**src/rtl/sprite_line_fetcher.sv**
```systemverilog
// Sprite line fetcher: scans the entity table before each line, fetches covering sprite rows from ROM into slots, and streams per-pixel hits.
// Optional SPRITE_COLLISION_EN adds a sticky collision output.
module sprite_line_fetcher #(
  parameter int NUM_ENT   = 8,
  parameter int NUM_SLOTS = 4,
  parameter int HW        = 10,
  parameter int VW        = 10,
  localparam int IW = $clog2(NUM_ENT),
  localparam int CW = $clog2(NUM_SLOTS + 1)
) (
  input  logic          clk,
  input  logic          reset,
  input  logic          line_start,
  input  logic [VW-1:0] line_y,
  output logic [IW-1:0] ent_idx,
  input  logic          ent_valid,
  input  logic [3:0]    ent_id,
  input  logic [1:0]    ent_orient,
  input  logic [HW-1:0] ent_x,
  input  logic [VW-1:0] ent_y,
  output logic          rom_read_enable,
  output logic [3:0]    rom_sprite_ID,
  output logic [1:0]    rom_orientation,
  output logic [2:0]    rom_line_index,
  input  logic [7:0]    rom_data,
  output logic          line_ready,
  output logic          overflow,
  input  logic [HW-1:0] hpos,
  output logic          pixel_on,
  output logic [IW-1:0] pixel_ent
`ifdef SPRITE_COLLISION_EN
  ,
  output logic          collision
`endif
);

  typedef enum logic [1:0] {IDLE, SCAN, FETCH, DONE} state_t;

  typedef struct packed {
    logic [7:0]    row;
    logic [HW-1:0] x;
    logic [IW-1:0] ent;
    logic          valid;
  } slot_t;

  localparam logic [CW-1:0] FULL = CW'(NUM_SLOTS);

  state_t        state, next;
  logic [IW-1:0] idx;
  logic [CW-1:0] count;
  logic [VW-1:0] line_q;
  logic [HW-1:0] cur_x;
  slot_t         slots [NUM_SLOTS];

  logic [VW:0]   d;
  logic          hit, fetch_go, last;

  assign ent_idx = idx;

  always_ff @(posedge clk or negedge reset) begin
    if (!reset) state <= IDLE;
    else        state <= next;
  end

  always_comb begin
    next = state;
    if (line_start) next = SCAN;
    else begin
      case (state)
        SCAN:    if (fetch_go) next = FETCH; else if (last) next = DONE;
        FETCH:   next = last ? DONE : SCAN;
        default: next = state;
      endcase
    end
  end

  always_comb begin
    d          = {1'b0, line_q} - {1'b0, ent_y};
    hit        = ent_valid && (d[VW:3] == '0);
    fetch_go   = (state == SCAN) && hit && (count != FULL);
    last       = &idx;
    line_ready = (state == DONE);
  end

  always_ff @(posedge clk or negedge reset) begin
    if (!reset) begin
      idx             <= '0;
      count           <= '0;
      line_q          <= '0;
      cur_x           <= '0;
      overflow        <= 1'b0;
      rom_read_enable <= 1'b0;
      rom_sprite_ID   <= '0;
      rom_orientation <= '0;
      rom_line_index  <= '0;
      for (int unsigned i = 0; i < NUM_SLOTS; i++) slots[i] <= '0;
    end else if (line_start) begin
      // A start pulse aborts any scan in flight, so it takes priority over every state action.
      line_q          <= line_y;
      idx             <= '0;
      count           <= '0;
      overflow        <= 1'b0;
      rom_read_enable <= 1'b0;
      for (int unsigned i = 0; i < NUM_SLOTS; i++) slots[i] <= '0;
    end else begin
      case (state)
        SCAN: begin
          if (fetch_go) begin
            rom_read_enable <= 1'b1;
            rom_sprite_ID   <= ent_id;
            rom_orientation <= ent_orient;
            rom_line_index  <= d[2:0];
            cur_x           <= ent_x;
          end else begin
            if (hit) overflow <= 1'b1;
            if (!last) idx <= idx + 1'b1;
          end
        end
        FETCH: begin
          for (int unsigned i = 0; i < NUM_SLOTS; i++)
            if (count == CW'(i)) slots[i] <= '{row: rom_data, x: cur_x, ent: idx, valid: 1'b1};
          count           <= count + 1'b1;
          rom_read_enable <= 1'b0;
          if (!last) idx <= idx + 1'b1;
        end
        default: ;
      endcase
    end
  end

  logic [NUM_SLOTS-1:0] opq;
  logic [HW:0]          c;
  logic                 any;
  logic [IW-1:0]        sel;
`ifdef SPRITE_COLLISION_EN
  logic                 multi;
`endif

  always_comb begin
    opq = '0;
    c   = '0;
    for (int unsigned i = 0; i < NUM_SLOTS; i++) begin
      c      = {1'b0, hpos} - {1'b0, slots[i].x};
      // Row MSB is the leftmost pixel, so column c selects bit 7-c.
      opq[i] = slots[i].valid && (c[HW:3] == '0) && !slots[i].row[~c[2:0]];
    end
  end

  always_comb begin
    any = 1'b0;
    sel = '0;
`ifdef SPRITE_COLLISION_EN
    multi = 1'b0;
`endif
    for (int unsigned i = 0; i < NUM_SLOTS; i++) begin
      if (opq[i] && !any) begin
        any = 1'b1;
        sel = slots[i].ent;
      end
`ifdef SPRITE_COLLISION_EN
      else if (opq[i]) multi = 1'b1;
`endif
    end
  end

  always_ff @(posedge clk or negedge reset) begin
    if (!reset) begin
      pixel_on  <= 1'b0;
      pixel_ent <= '0;
`ifdef SPRITE_COLLISION_EN
      collision <= 1'b0;
`endif
    end else begin
      pixel_on  <= line_ready && any;
      pixel_ent <= (line_ready && any) ? sel : '0;
`ifdef SPRITE_COLLISION_EN
      if (line_start)                collision <= 1'b0;
      else if (line_ready && multi)  collision <= 1'b1;
`endif
    end
  end

endmodule
```
**config.mk**
```make
export PLATFORM = sky130hd
export DESIGN_NAME = sprite_line_fetcher
export DESIGN_NICKNAME = d
export VERILOG_FILES = /design/src/rtl/sprite_line_fetcher.sv
export SDC_FILE = /design/constraint.sdc
export NUM_CORES = 1
export LEC_CHECK = 0
export ABC_AREA = 0
export BUFFER_PORTS_ARGS = -buffer_cell sky130_fd_sc_hd__buf_2
export CAP_MARGIN = 10
export CELL_PAD_IN_SITES_DETAIL_PLACEMENT = 1
export CELL_PAD_IN_SITES_GLOBAL_PLACEMENT = 1
export CORE_UTILIZATION = 25
export CTS_CLUSTER_SIZE = 16
export DETAILED_ROUTE_END_ITERATION = 8
export PLACE_DENSITY = 0.56
export SYNTH_ARGS = -nofsm -noshare
export SYNTH_HDL_FRONTEND = slang
export SYNTH_SLANG_ARGS = --single-unit
```
**constraint.sdc**
```tcl
create_clock -name clk -period 3.7 [get_ports clk]
set_input_delay 0.555 -clock clk [delete_from_list [all_inputs] [get_ports clk]]
set_output_delay 0.555 -clock clk [all_outputs]
set_load 0.03 [all_outputs]
```
======== Yosys cells after proc, flatten, opt, wreduce, memory -nomap -nowiden ========
Index checks and enable logic that the tools add are counted.
word-level totals
  register bits after elaboration ......... 131
  input port bits ......................... 58
  output and inout port bits .............. 19
  logic and storage cells ................. 142
cells by class
  add/sub/neg operators ................... 7
  magnitude comparators ................... 4
  equality and inequality tests ........... 11
  muxes and demuxes ....................... 41
  bitwise operators ....................... 5
  reduce and logical (&&, ||, !) cells .... 46
operator list
  cell                 count
  $mux 88              2
  $mux 22              4
  $sub 10x10->11       5
  $logic_not 8->1      5
  $mux 3               10
  $lt 3x4->1 const B   4
  $logic_and 1x1->1    15
  $mux 1               14
  $reduce_and 2->1     7
  $reduce_bool 2->1    7
  $bmux 1 s3           4
  $not 3->3            4
  $ne 3x3->1 const B   3
  $reduce_and 3->1     3
  $mux 2               4
  $logic_not 1->1      7
  $add 3x1->3 const B  2
  $eq 3x2->1 const B   2
  $pmux 3 s2           1
  $eq 2x2->1 const B   2
  $ne 4x4->1 const B   1
  $pmux 2 s2           1
  $eq 3x1->1 const B   1
  $logic_not 3->1      1
  other kinds (5)      5

======== Depth between registers and ports, before layout ========
Gate-level depths: netlist of the first run.
  depth in word-level cells ............... 18
  mapped depth ............................ 13
  mapped depth without buffers ............ 12

======== Least setup slack after synthesis of the first run ========
No wires, ideal clock.
  kind .................................... input to register
  from .................................... in hpos[0]
  to ...................................... reg pixel_ent[1]
  setup time .............................. 0.119 ns
  data arrival time ....................... 3.375 ns
  data required time ...................... 3.581 ns
  slack ................................... 0.206 ns
  stages on the path ...................... 12
  path buffers ............................ 0
  cell sequence ........................... inv_1 ha_1 inv_1 fa_1 mux4_1 mux2_4 a2111oi_4 o2111ai_1 or4_4 and4_4 o221a_1 o21a_1
on the way
  cells in the longest elaborated chain, start to end .. 18
  elaborated cells on any way between the ends .. 48
  classes of those cells .................. add/sub: 4; mux: 17; bitwise: 4; reduce/logical: 23
ends and longest elaborated chain
  what                          line  source
  start, declared               28    input logic [HW-1:0] hpos,
  $sub 10x10->11                143   c = {1'b0, hpos} - {1'b0, slots[i].x};
  $not 3->3                     145   opq[i] = slots[i].valid && (c[HW:3] == '0) && !slots[i].row[~c[2:0]];
  $bmux 1 s3                    145
  $mux 1 (not written as such)  145
  $logic_not 1->1               145
  $logic_and 1x1->1             145
  $mux 1                        156   if (opq[i] && !any) begin
  $logic_not 1->1               156
  (+2 left out)                 -
  $logic_not 1->1               156
  $logic_and 1x1->1             156
  $mux 1                        156
  $logic_not 1->1               156
  $logic_and 1x1->1             156
  $mux 1                        156
  $logic_and 1x1->1             175   pixel_ent <= (line_ready && any) ? sel : '0;
  $mux 3 *                      175
  end signal, assigned          175
  end, declared                 30    output logic [IW-1:0] pixel_ent
Every way passes the cells marked *; elsewhere a longest branch is shown, timed or not. The select of a mux whose other input is x is not followed.
A chain may end at the register's enable or synchronous reset.

======== Worst setup path in the final report of the first run ========
  from .................................... reg slots[26] (netlist name)
  to ...................................... reg pixel_ent[1]
on the way
  cells in the longest elaborated chain, start to end .. 13
  elaborated cells on any way between the ends .. 17
  classes of those cells .................. add/sub: 1; mux: 7; bitwise: 1; reduce/logical: 8
ends and longest elaborated chain
  what                             line  source
  start, declared                  53    slot_t slots [NUM_SLOTS];
  start signal, assigned by index  121   if (count == CW'(i)) slots[i] <= '{row: rom_data, x: cur_x, ent: idx, valid: 1'b1};
  $sub 10x10->11 *                 143
  $not 3->3                        145
  $bmux 1 s3                       145
  $mux 1 (not written as such)     145
  $logic_not 1->1                  145
  $logic_and 1x1->1 *              145
  $logic_and 1x1->1 *              156
  $mux 1                           156
  $logic_not 1->1                  156
  $logic_and 1x1->1                156
  $mux 1                           156
  $logic_and 1x1->1                175
  $mux 3 *                         175
Marked as above.

==> implementation parameters, run 1 <==
Parameter                              Value

Clocking
  Cell at the root of the clock tree ... sky130_fd_sc_hd__clkbuf_16
  Clock transition time at the flip-flop clock pins of the worst setup and hold paths ... 0.07 ns
  Clock Path Buffers ... 2
  H-tree depth ... 4
  Post-cts hold buffer count ... 0
  Clk_lat worst skew ... 0.44 ns
  Number of CTS-inserted buffers ... 17
  CTS tree ... yes
  Gates resized, CTS repair ... 0
  Num Clock Sinks ... 131
  Buffer count from post-CTS setup fixing ... 0

Floorplanning
  Initial Util ... about a quarter
  Height of the die ... 181 um
  Core Region ... approximately 31000 um2
  Floorplan die area ... 32600 um2
  Overall die width ... 181 um
  Number of primary I/O pins ... 77
  Standard-cell row count ... 65

Logic synthesis
  Top_reg_cell synth ... sky130_fd_sc_hd__dfrtp_1
  Proportion of register bits with asynchronous set or reset after synthesis ... between 90% and 100%
  Yosys warnings ... 0
  Number of different library cells in the post-synthesis netlist ... 73
  Mean instance size in the synthesized netlist ... 9.03 um2
  Mapped Nets ... 1003
  Post-synthesis sequential element count ... 131
  EDFF count, synth ... 0
  Post-Synthesis Cell Area ... 7970 um2
  Number of cells produced by synthesis ... 883
  Sequential area share after synthesis ... 41.1%

Timing
  Final setup violation count ... 0
  Max Freq ... between 200 and 300 MHz
  Final Cycle Share ... 94.2%
  Final min period ... between 3 and 4 ns
  Setup repair after global routing missed its margin ... false
  Clock Skews ... 0.0127 ns
  Fin Hold WS ... 0.133 ns
  Count of final max-slew check failures ... 0
  Worst slew pin tran ... 1.05 ns
  Final count of hold timing violations ... 0
  Worst relative slew slack ... roughly 30%

Hold path
  HP Class ... input pin to async pin

Final layout
  Synthesis-to-layout area growth ... 19.6%
  Commonest non-fill, non-tap cells in the layout ... sky130_fd_sc_hd__nand2_1 (196), sky130_fd_sc_hd__dfrtp_1 (131), sky130_fd_sc_hd__a21oi_1 (112)
  Share of cells above drive strength 1 ... 16.6%
  Final-stage net count ... between 1000 and 1500
  Area of the multi-input gates ... around 4300 um2
  Number of inserted diodes ... 0
  Register area ... 3280 um2
  Most common cell after layout, fill and taps aside ... sky130_fd_sc_hd__nand2_1
  Final design instance area without fill ... 9530 um2
  Count of filler cells inserted in the layout ... 3682

Drt
  Final routed wirelength across all metal layers ... 24800 um
  Number of vias after detailed routing ... 6683
  Detail-routed via count per cell ... between 4 and 5
  Initial detailed-routing violation count ... 258
  Drt first pass iters ... 4
  DRT antenna net count ... 0
  DRC Markers ... 0
  Routed length per placed instance ... 17.9 um

Worst setup path
  Critical Path Start Type ... flop
  Worst setup path category ... flop to flop
  Peak per-stage delay on the critical path ... about 0.54 ns
  Reg-to-reg setup timing slack ... about 0.21 ns
  WP buf/inv ... 1
  Dominant delay contributor by cell family on the critical path ... compound AO/OA/AOI/OAI gates
  Endpoint required time on the critical path ... roughly 4.0 ns
  CP Cell Sequence ... ha_1 -> inv_1 -> fa_1 -> mux4_1 -> mux2_4 -> a2111oi_4 -> o2111ai_1 -> or4_4 -> and4_4 -> o221a_1 -> o21a_1
  Biggest fanout along the worst timing path ... 3
  Endpoint class of the critical path ... flop
  CP arrival ... 3.81 ns
  Cell at the slowest stage of the critical path ... sky130_fd_sc_hd__fa_1
  Depth of the critical timing path with buffers and inverters included ... 11
  Path depth of the worst reg2reg path ... 11

Run
  Count of maximum capacitance violations ... 0

Global route
  Initial antenna violation count ... 0
  Via count of the first global-routing pass ... 7011
  Largest net degree at the start of global routing ... 78
  First-pass GRT wire length ... 40100 um
  Leftover overflow at the end of global routing ... 0
  Global-route usage over all layers ... 16.0%

Placed design
  Port bufs ... 76
  RePlAce Congestion ... 0.815
  Detailed-placement wirelength estimate ... 17900 um
  Area after DPL ... slightly below 9000 um2

Power and ir drop
  Peak ir drop on the vdd network ... 0.000353 V
  Power Total ... 3.74 mW
  Power density normalized to cell area ... 393 nW/um2
  Leakage component of the power ... between 4 and 5 nW

Run status
  Result of the run ... finished, final reports clean
## path summary, 6_finish.rpt
kind                                     from                 end
setup / recovery                    slots[26]        pixel_ent[1]
hold / removal                          reset           slots[73]
setup reg to reg                    slots[26]        pixel_ent[1]
hold reg to reg            rom_orientation[0]  rom_orientation[0]
max in group asynchronous               reset           slots[64]
min in group clk                ent_orient[1]  rom_orientation[1]
## synthesized netlist by cell type (all sizes together) (7+ instances only)
cell     instances  area share, %
a21o            11            1.0
a21oi          112            7.0
clkbuf          29            1.4
dfrtp          131             41
ha              57            8.9
inv             72            3.4
mux2            31            4.4
mux2i            7           0.88
mux4             8            2.4
nand2          196            9.2
nand2b          14            1.1
nor2            39            1.8
nor2b           12           0.94
nor3             8           0.50
o2111ai          8           0.88
o21a             9           0.85
o21ai           23            1.4
xnor2           11            1.2
## cell type report
| type | count | area share [%] |
|---|---|---|
| timing repair buffer | 99 | 6.02 |
| multi-input combinational | 649 | 45.2 |
| clock inverter | 15 | 1.84 |
| tap | 402 | 5.28 |
| inverter | 72 | 2.84 |
| clock buffer | 17 | 4.46 |
| sequential | 131 | 34.4 |
## stage by stage
step	setup TNS (ns)	utilization (%)	instances	setup WS [ns]
after CTS	0	30.3	1385	0.182
final	0	30.3	1385	0.215
after floorplan	0	-	883	0.206
after global placement	-0.0656	28.4	1353	-0.0656
after global routing	0	30.3	1385	0.0794
after detailed placement	-0.358	28.4	1353	-0.206
## registers in the layout, indices dropped and copies added (netlist names)
register / count
slots: 88
rom_line_index: 3
rom_read_enable: 1
ent_idx: 3
pixel_ent: 3
cur_x: 10
count: 3
rom_orientation: 2
rom_sprite_ID: 4
state: 2
line_q: 10
overflow: 1
pixel_on: 1
## cells by family after synthesis
group / share of synthesized area, %
AND/OR/NAND/NOR: 17.2
AO/OA/AOI/OAI: 17.3
flip-flops: 41.1
buffers and inverters: 4.91
adder cells (fa/ha/maj): 10.2
multiplexers: 7.66
XOR/XNOR: 1.65
## power by group
part / switching [mW] / internal, mW / total [mW] / leakage, nW
Sequential: 0.0412 / 1.46 / 1.50 / 1.79
Clock: 0.794 / 0.972 / 1.77 / 0.298
Combinational: 0.288 / 0.186 / 0.474 / 2.06
## layer usage
layer  global-route usage (%)  routed length [um]  up-vias
li1                         -                   -     3235
met1                     21.6               11700     3294
met2                     25.8               11400      138
met3                     3.74                1480       16
met4                     3.56                 194        0
met5                        0                   0        -
No activity file was read; power rests on OpenSTA's default activity.
==> run 2: changes to the inputs <==
REMOVE_ABC_BUFFERS = 1   (was unset)
==> implementation parameters, run 2 (same netlist as run 1, synthesis figures left out) <==
Parameter                              Value

Run status
  Result of the run ... finished, final reports clean

Placed design
  RePlAce Congestion ... 0.796 (-2.3%)
  Post-Place Cells ... 1353 (unchanged)
  Detailed-placement wirelength estimate ... 17500 um (-2.3%)
  Port bufs ... 76 (unchanged)
  Area after DPL ... 8940 um2 (+0.14%)
  Placement Setup Slack ... -0.110 ns (+0.0959 ns)

Worst setup path
  Source of the worst register-to-register timing path ... slots[26]
  Endpoint class of the critical path ... flop
  Capturing instance or port of the critical path ... pixel_ent[1]
  Endpoint required time on the critical path ... 4.02 ns (about the same)
  Biggest fanout along the worst timing path ... 3 (unchanged)
  WP buf/inv ... 1 (unchanged)
  Reg-to-reg setup timing slack ... 0.29 ns (+0.07 ns)
  Worst setup path category ... flop to flop
  Reg-to-Reg End ... pixel_ent[1]
  Peak per-stage delay on the critical path ... 0.51 ns (-0.03 ns)
  Cell at the slowest stage of the critical path ... sky130_fd_sc_hd__fa_1
  Critical Path Start Type ... flop
  Launch point of the critical path ... slots[26]
  Path depth of the worst reg2reg path ... 11 (unchanged)
  CP Cell Sequence ... ha_1 -> inv_1 -> fa_1 -> mux4_1 -> mux2_4 -> a2111oi_4 -> o2111ai_1 -> or4_4 -> and4_4 -> o221a_1 -> o21a_1
  Depth of the critical timing path with buffers and inverters included ... 11 (unchanged)
  Dominant delay contributor by cell family on the critical path ... compound AO/OA/AOI/OAI gates
  CP arrival ... 3.73 ns (-0.08 ns)

Drt
  Initial detailed-routing violation count ... 291 (+13%)
  Number of vias after detailed routing ... 6632 (-0.76%)
  Drt first pass iters ... 6 (+2)
  Detail-routed via count per cell ... 4.79 (-0.76%)
  DRC Markers ... 0 (unchanged)
  Final routed wirelength across all metal layers ... 24100 um (-2.6%)
  DRT antenna net count ... 0 (unchanged)
  Routed length per placed instance ... 17.4 um (-2.6%)

Timing
  Final setup violation count ... 0 (unchanged)
  Max Freq ... 293 MHz (+2.2%)
  Final Cycle Share ... 92.2% (-2.0 points)
  Final min period ... 3.41 ns (-0.0746 ns)
  Clock Skews ... 0.0106 ns (-0.00211 ns)
  Worst slew pin tran ... 1.09 ns (+0.0385 ns)
  Fin Hold WS ... 0.175 ns (+0.0419 ns)
  Worst relative slew slack ... 27.4% (-2.4 points)
  Setup repair after global routing missed its margin ... false
  Count of final max-slew check failures ... 0 (unchanged)
  Worst setup margin ... 0.289 ns (+0.0746 ns)
  Final count of hold timing violations ... 0 (unchanged)
  Setup Total Neg Slack ... 0 ns (unchanged)

Clocking
  Number of CTS-inserted buffers ... 17 (unchanged)
  Clock Path Buffers ... 2 (unchanged)
  Clk_lat worst skew ... 0.43 ns (about the same)
  Num Clock Sinks ... 131 (unchanged)
  Buffer count from post-CTS setup fixing ... 0 (unchanged)
  Clock transition time at the flip-flop clock pins of the worst setup and hold paths ... 0.06 ns (about the same)
  Gates resized, CTS repair ... 0 (unchanged)
  Post-cts hold buffer count ... 0 (unchanged)
  CTS tree ... yes
  H-tree depth ... 4 (unchanged)
  Cell at the root of the clock tree ... sky130_fd_sc_hd__clkbuf_16

Final layout
  Commonest non-fill, non-tap cells in the layout ... sky130_fd_sc_hd__nand2_1 (196), sky130_fd_sc_hd__dfrtp_1 (131), sky130_fd_sc_hd__a21oi_1 (112)
  Register area ... 3280 um2 (unchanged)
  Final-stage net count ... 1090 (unchanged)
  Area of the multi-input gates ... 4310 um2 (unchanged)
  Most common cell after layout, fill and taps aside ... sky130_fd_sc_hd__nand2_1
  Register with the most flip-flops ... slots
  Final design instance area without fill ... 9540 um2 (+0.11%)
  Final standard cell count with taps included and fillers excluded ... 1385 (unchanged)
  Count of filler cells inserted in the layout ... 3695 (+0.35%)
  Largest registers ... slots (88), cur_x (10), line_q (10)
  Final core utilization ... 30.3% (+0.032 points)
  Share of cells above drive strength 1 ... 16.6% (unchanged)
  Number of inserted diodes ... 0 (unchanged)
  Synthesis-to-layout area growth ... 19.7%
  Number of flip-flops in the largest register ... 88 (unchanged)

Floorplanning
  Core Region ... 31500 um2 (unchanged)
  Initial Util ... 25.3% (unchanged)
  Number of primary I/O pins ... 77 (unchanged)
  Floorplan die area ... 32600 um2 (unchanged)
  Standard-cell row count ... 65 (unchanged)
  Height of the die ... 181 um (unchanged)
  Overall die width ... 181 um (unchanged)

Global route
  First-pass GRT wire length ... 39200 um (-2.3%)
  Global-route usage over all layers ... 15.5% (-0.42 points)
  Largest net degree at the start of global routing ... 79 (+1.3%)
  Via count of the first global-routing pass ... 6990 (-0.30%)
  Initial antenna violation count ... 0 (unchanged)
  Leftover overflow at the end of global routing ... 0 (unchanged)

Power and ir drop
  Peak ir drop on the vdd network ... 0.000245 V (-31%)
  Power density normalized to cell area ... 390 nW/um2 (-0.76%)
  Leakage component of the power ... 4.15 nW (about the same)
  Power Total ... 3.72 mW (-0.65%)

Run
  Count of maximum capacitance violations ... 0 (unchanged)

Hold path
  HP Class ... input pin to async pin
run 2: area by class of cell:
| type | instances | area share, % |
|---|---|---|
| clock inverter | 15 | 1.81 |
| multi-input combinational | 649 | 45.1 |
| inverter | 72 | 2.83 |
| timing repair buffer | 99 | 6.15 |
| clock buffer | 17 | 4.46 |
| sequential | 131 | 34.4 |
| tap | 402 | 5.27 |
run 2: per-layer routing:
| metal | GRT usage (%) | wire length [um] | part of all wire (%) | vias up |
|---|---|---|---|---|
| met5 | 0 | 0 | 0 | - |
| met4 | 3.93 | 241 | 1.0 | 0 |
| met3 | 2.55 | 905 | 3.7 | 17 |
| met2 | 25.3 | 11200 | 46 | 96 |
| met1 | 21.3 | 11800 | 49 | 3284 |
| li1 | - | - | - | 3235 |
run 2: worst min-delay path by stage:
stage | start | to | slack, ns | cells after the start
floorplan | reset | count[0] | 0.26 | 0
global placement | rom_orientation[0] | rom_orientation[0] | 0.46 | 1
detailed placement | rom_sprite_ID[0] | rom_sprite_ID[0] | 0.47 | 1
CTS | reset | ent_idx[2] | 0.21 | 1
global route | reset | ent_idx[2] | 0.23 | 1
finish | reset | ent_idx[2] | 0.18 | 1
run 2: power by group:
| group | internal (mW) | leakage (nW) | switching [mW] |
|---|---|---|---|
| combinational | 0.187 | 2.07 | 0.281 |
| sequential | 1.46 | 1.79 | 0.0331 |
| clock | 1.01 | 0.289 | 0.742 |
| total | 2.66 | 4.15 | 1.06 |
